==> src/rtl/mult_pkg.sv <==
// mult_pkg: shared widths and FSM state type for the shift-add multiplier.
package mult_pkg;
    localparam int A_W   = 8;
    localparam int B_W   = 5;
    localparam int P_W   = A_W + B_W;
    localparam int CNT_W = $clog2(B_W + 1);
    typedef enum logic [1:0] {IDLE, CALC, DONE} mult_state_t;
endpackage

==> src/rtl/seq_mult_sequencer_if.sv <==
// seq_mult_sequencer_if: request/result handshake between master and the multiplier.
interface seq_mult_sequencer_if;
    import mult_pkg::*;
    logic           start;
    logic           clear;
    logic [A_W-1:0] a;
    logic [B_W-1:0] b;
    logic           in_ready;
    logic           busy;
    logic           out_valid;
    logic           out_ready;
    logic [P_W-1:0] product;
    modport master (output start, clear, a, b, out_ready,
                    input  in_ready, busy, out_valid, product);
    modport slave  (input  start, clear, a, b, out_ready,
                    output in_ready, busy, out_valid, product);
endinterface

==> src/rtl/ld_reg.sv <==
// ld_reg: load-enabled register cell with asynchronous active-high reset to zero.
module ld_reg #(
    parameter int W = 1
) (
    input  logic         clk,
    input  logic         rst,
    input  logic         ld,
    input  logic [W-1:0] d,
    output logic [W-1:0] q
);
    always_ff @(posedge clk or posedge rst)
        if (rst) q <= '0;
        else if (ld) q <= d;
endmodule

==> src/rtl/seq_mult_dp.sv <==
// seq_mult_dp: multiplicand/multiplier/accumulator/counter/valid registers with
// the shift-add step logic, driven by strobes from the sequencer FSM.
module seq_mult_dp
    import mult_pkg::*;
(
    input  logic             clk,
    input  logic             rst,
    input  logic             ld_a,
    input  logic             ld_b,
    input  logic             ld_p,
    input  logic             clr_p,
    input  logic             shift_b,
    input  logic             inc_cnt,
    input  logic             set_v,
    input  logic             clr_v,
    input  logic [A_W-1:0]   a_in,
    input  logic [B_W-1:0]   b_in,
    output logic [P_W-1:0]   p,
    output logic [CNT_W-1:0] cnt,
    output logic             valid
);
    logic [A_W-1:0] a_q;
    logic [B_W-1:0] b_q;
    logic [P_W-1:0] addend;
    assign addend = b_q[0] ? P_W'(a_q) << cnt : '0;
    ld_reg #(.W(A_W)) u_a (.clk(clk), .rst(rst), .ld(ld_a), .d(a_in), .q(a_q));
    ld_reg #(.W(B_W)) u_b (.clk(clk), .rst(rst), .ld(ld_b | shift_b),
                           .d(ld_b ? b_in : b_q >> 1), .q(b_q));
    // clr_p also rewinds the step counter, both on accept and on abort
    ld_reg #(.W(P_W)) u_p (.clk(clk), .rst(rst), .ld(ld_p | clr_p),
                           .d(clr_p ? '0 : p + addend), .q(p));
    ld_reg #(.W(CNT_W)) u_cnt (.clk(clk), .rst(rst), .ld(inc_cnt | clr_p),
                               .d(clr_p ? '0 : cnt + CNT_W'(1)), .q(cnt));
    ld_reg #(.W(1)) u_v (.clk(clk), .rst(rst), .ld(set_v | clr_v),
                         .d(~clr_v), .q(valid));
endmodule

==> src/rtl/seq_mult_sequencer.sv <==
// seq_mult_sequencer: IDLE/CALC/DONE control for a B_W-step shift-add multiplier
// with start/ready request and valid/ready result handshakes.
module seq_mult_sequencer
    import mult_pkg::*;
(
    input  logic                 clk,
    input  logic                 rst,
    seq_mult_sequencer_if.slave  bus
);
    mult_state_t      st, nxt;
    logic             ld_a, ld_b, ld_p, clr_p, shift_b, inc_cnt, set_v, clr_v;
    logic [CNT_W-1:0] cnt;
    always_ff @(posedge clk or posedge rst)
        if (rst) st <= IDLE;
        else st <= nxt;
    // clear overrides every other request, in any state
    always_comb begin
        nxt     = st;
        ld_a    = 1'b0;
        ld_b    = 1'b0;
        ld_p    = 1'b0;
        clr_p   = 1'b0;
        shift_b = 1'b0;
        inc_cnt = 1'b0;
        set_v   = 1'b0;
        clr_v   = 1'b0;
        if (bus.clear) begin
            nxt   = IDLE;
            clr_p = 1'b1;
            clr_v = 1'b1;
        end else begin
            case (st)
                IDLE: if (bus.start) begin
                    nxt   = CALC;
                    ld_a  = 1'b1;
                    ld_b  = 1'b1;
                    clr_p = 1'b1;
                end
                CALC: begin
                    ld_p    = 1'b1;
                    shift_b = 1'b1;
                    inc_cnt = 1'b1;
                    if (cnt == CNT_W'(B_W - 1)) begin
                        nxt   = DONE;
                        set_v = 1'b1;
                    end
                end
                DONE: if (bus.out_ready) begin
                    nxt   = IDLE;
                    clr_v = 1'b1;
                end
                default: nxt = IDLE;
            endcase
        end
    end
    assign bus.in_ready = st == IDLE;
    assign bus.busy     = st == CALC;
    seq_mult_dp u_dp (
        .clk(clk), .rst(rst),
        .ld_a(ld_a), .ld_b(ld_b), .ld_p(ld_p), .clr_p(clr_p),
        .shift_b(shift_b), .inc_cnt(inc_cnt), .set_v(set_v), .clr_v(clr_v),
        .a_in(bus.a), .b_in(bus.b),
        .p(bus.product), .cnt(cnt), .valid(bus.out_valid)
    );
endmodule

==> src/flat_wrapper.sv <==
// flat-port wrapper written by rule: the top's interface ports become plain ports
module seq_mult_sequencer_flat import mult_pkg::*;
  (clk, rst, bus_start, bus_clear, bus_a, bus_b, bus_out_ready, bus_in_ready, bus_busy, bus_out_valid, bus_product);
  seq_mult_sequencer_if bus_i ();
  input  logic clk;
  input  logic rst;
  input wire logic [$bits(bus_i.start)-1:0] bus_start;
  input wire logic [$bits(bus_i.clear)-1:0] bus_clear;
  input wire logic [$bits(bus_i.a)-1:0] bus_a;
  input wire logic [$bits(bus_i.b)-1:0] bus_b;
  input wire logic [$bits(bus_i.out_ready)-1:0] bus_out_ready;
  output wire logic [$bits(bus_i.in_ready)-1:0] bus_in_ready;
  output wire logic [$bits(bus_i.busy)-1:0] bus_busy;
  output wire logic [$bits(bus_i.out_valid)-1:0] bus_out_valid;
  output wire logic [$bits(bus_i.product)-1:0] bus_product;
  assign bus_i.start = bus_start;
  assign bus_i.clear = bus_clear;
  assign bus_i.a = bus_a;
  assign bus_i.b = bus_b;
  assign bus_i.out_ready = bus_out_ready;
  assign bus_in_ready = bus_i.in_ready;
  assign bus_busy = bus_i.busy;
  assign bus_out_valid = bus_i.out_valid;
  assign bus_product = bus_i.product;
  seq_mult_sequencer u_core (.clk(clk), .rst(rst), .bus(bus_i));
endmodule
==> config.mk <==
export PLATFORM = sky130hd
export DESIGN_NAME = seq_mult_sequencer_flat
export DESIGN_NICKNAME = d
export VERILOG_FILES = /design/src/rtl/mult_pkg.sv /design/src/rtl/seq_mult_sequencer_if.sv /design/src/rtl/ld_reg.sv /design/src/rtl/seq_mult_dp.sv /design/src/rtl/seq_mult_sequencer.sv /design/src/flat_wrapper.sv
export SDC_FILE = /design/constraint.sdc
export NUM_CORES = 1
export LEC_CHECK = 0
export CAP_MARGIN = 20
export CORE_AREA = 2 2 94 51
export DETAILED_ROUTE_END_ITERATION = 10
export DIE_AREA = 0 0 96 53
export DONT_BUFFER_PORTS = 1
export PLACE_DENSITY = 0.85
export SLEW_MARGIN = 20
export SYNTH_ARGS = -nofsm -noshare
export SYNTH_HDL_FRONTEND = slang
export SYNTH_HIERARCHICAL = 1
export SYNTH_SLANG_ARGS = --single-unit
==> constraint.sdc <==
create_clock -name clk -period 3.4 [get_ports clk]
set_clock_uncertainty 0.05 [all_clocks]
set_input_delay 0.68 -clock clk [delete_from_list [all_inputs] [get_ports clk]]
set_output_delay 0.68 -clock clk [all_outputs]
set_load 0.02 [all_outputs]
==> results.sh <==
export IMPL_status="finished clean"
export IMPL_yosysTopAreaCell="dfrtp_1"
export IMPL_p_per_area_nw_per_um2=520
export IMPL_rows=17
export IMPL_clk_pin_slew_ns=0.08
export IMPL_ir_worst_vdd_mv=0.258
export IMPL_grt_usage_pct=24.5
export IMPL_netlist_instances=246
export IMPL_r2r_slack_ns=0.24
export IMPL_cp_top_family="multiplexers"
export IMPL_hold_class="in -> async"
export IMPL_fin_setup_tns_ns=0
export IMPL_wl_per_cell_um=17.5
export IMPL_fillCellCount=339
export IMPL_cts_root_buf="clkbuf_8"
export IMPL_antenna_found_initial=0
export IMPL_seq_area_frac_synth_pct=32.2
export IMPL_worstPathCellList="mux2i_1, nor2_1, a31oi_1, nor2_1, ha_1, nor2b_1, o211ai_1, nand3b_1, a31oi_1, mux2_2, mux2_4"
export IMPL_cts_made_buffers=5
export IMPL_synth_nets=278
export IMPL_htreeDepth=2
export IMPL_drv_slew=0
export IMPL_grt_max_degree=24
export IMPL_yosysWarningCount=6
export IMPL_grt_overflow_total=0
export IMPL_routed_wl_um=5450
export IMPL_grt_pass1_wl_um=9090
export IMPL_crit_required_ns=3.54
export IMPL_p_leak_uw=0.00133
export IMPL_syn_cell_area_um2=2490
export IMPL_area_delta_synth_final_pct=8.20
export IMPL_cts_buffer_depth=2
export IMPL_layout_nets=286
export IMPL_arrival_ns=3.30
export IMPL_ys_flop_type="dfrtp_1"
export IMPL_drive_gt1_share_pct=27.8
export IMPL_slowest_stage="dfrtp_2"
export IMPL_synth_edff_count=0
export IMPL_post_route_min_period_ns=3.16
export IMPL_synth_cell_types=46
export IMPL_yosysMostFrequentCell="dfrtp_1"
export IMPL_vias_per_cell=5.99
export IMPL_io_buffers=0
export IMPL_gp_congestion=0.868
export IMPL_max_freq_mhz=316
export IMPL_synth_area_leaders="dfrtp_1, mux2_4, mux2_2"
export IMPL_synth_top_area_share_pct=32.2
export IMPL_post_route_period_util_pct=93.0
export IMPL_die_w_um=96
export IMPL_initialDrtViolationCount=100
export IMPL_drv_cap=0
export IMPL_crit_type="reg -> reg"
export IMPL_design_core_area_um2=4230
export IMPL_cts_tree="yes"
export IMPL_worst_slew_pin_slew_ns=0.527
export IMPL_synth_top_cells_by_count="dfrtp_1, nor2_1, mux2_2"
export IMPL_ios=34
export IMPL_synthArstFlopShare_pct=100
export IMPL_dieArea_um2=5090
export IMPL_power_total_uw=1400
export IMPL_setup_violations=0
export IMPL_relSlewSlack_pct=64.8
export IMPL_fp_dieH_um=53
export IMPL_dp_hpwl_um=4120
export IMPL_start_kind="flip-flop"
export IMPL_synth_seq_cells=32
export IMPL_cp_max_fo=7
export IMPL_drc=0
export IMPL_insertion_delay_ns=0.30
export IMPL_endpoint_kind="flip-flop"
export IMPL_ant_nets=0
export IMPL_syn_avg_cell_area_um2=10.1
export IMPL_start_util_pct=58.7
export IMPL_grt_pass1_vias=1777
export IMPL_cpPeakStageDelay_ns=0.45
export IMPL_num_vias=1869
export IMPL_antenna_cells=0
export IMPL_drtPass1Iterations=4
export IMPL_cts_sinks=32
export IMPL_path_buf_inv=0
export IMPL_hold_violations=0
## registers in the layout (all words and copies together), names as in the netlist
name                 cells
u_core/u_dp/u_v/q        1
u_core/st                2
u_core/u_dp/u_p/q       13
u_core/u_dp/u_a/q        8
u_core/u_dp/u_cnt/q      3
u_core/u_dp/u_b/q        5
## routing by layer
metal  vias to the layer above  track usage (%)  wire length [um]
met5                         -                0                 0
met4                         0             7.86                63
met3                         8             8.55               501
met2                        81             34.3              2160
met1                       893             34.9              2730
li1                        887                -                 -
## final cells by class
type | count | area [um^2] | share of cell area [%]
clock buffers | 5 | 68.8 | 2.56
clock inverters | 3 | 42.5 | 1.58
inverters | 14 | 52.6 | 1.95
multi-input cells | 189 | 1560 | 58.0
flip-flops and latches | 32 | 803 | 29.9
well taps | 57 | 71.3 | 2.65
repair buffers | 12 | 90.1 | 3.35
## cell families (layout without fill, tap and decap cells)
logic type               count (synthesis)  in the layout  share of synthesized area [%]
buffers and inverters                   25             34                           5.18
adder cells (fa/ha/maj)                 14             14                           7.35
multiplexers                            51             51                           25.9
flip-flops                              32             32                           32.2
AO/OA/AOI/OAI                           41             41                           11.1
XOR/XNOR                                 5              5                           1.76
AND/OR/NAND/NOR                         78             78                           16.5
## cells in the final DEF (no fill, tap or decap), types with 5 or more instances in the layout
master	Yosys	final
mux2_2	22	22
nor2_1	25	25
and2_1	5	5
ha_1	13	13
a21oi_1	8	8
o21ai_0	9	8
clkbuf_8	0	5
nor3_1	6	5
mux2i_1	8	8
a21o_1	6	6
nand2_1	9	9
mux2_4	21	21
nor2b_1	10	10
inv_1	14	14
buf_4	1	12
dfrtp_1	32	30
## metrics by stage
step | area (um^2) | setup WS [ns] | hold slack [ns] | util [%] | cells
floorplan | 2490 | 0.479 | 0.359 | - | 246
detailed placement | 2540 | 0.0340 | 0.368 | 60.0 | 299
global placement | 2540 | 0.0908 | 0.362 | 60.0 | 299
finish | 2690 | 0.237 | 0.0549 | 63.6 | 312
CTS | 2650 | 0.0200 | 0.0506 | 62.6 | 307
global route | 2690 | -0.0164 | 0.0503 | 63.6 | 312
## worst paths after layout
path / from / endpoint / cells after the start
worst max-delay path: u_core/u_dp/u_cnt/q[1] / u_core/u_dp/u_p/q[8] / 11
worst min-delay path: rst / u_core/u_dp/u_v/q / 1
worst max register to register: u_core/u_dp/u_cnt/q[1] / u_core/u_dp/u_p/q[8] / 11
worst min register to register: u_core/u_dp/u_b/q[2] / u_core/u_dp/u_b/q[2] / 1
max in group asynchronous: rst / u_core/u_dp/u_p/q[10] / 1
min in group clk: bus_clear / u_core/st[1] / 1
## what timing repair did
action,4_1_cts,5_1_grt
hold buffers,0,0
setup endpoints to repair,0,4
resized for setup,0,3
setup buffers,0,5
## report_power, final
| group | switching (uW) | total (uW) | internal [uW] |
|---|---|---|---|
| registers | 96.1 | 539 | 443 |
| logic | 245 | 489 | 244 |
| clock network | 156 | 373 | 217 |
(Power assumes the default switching activity.)
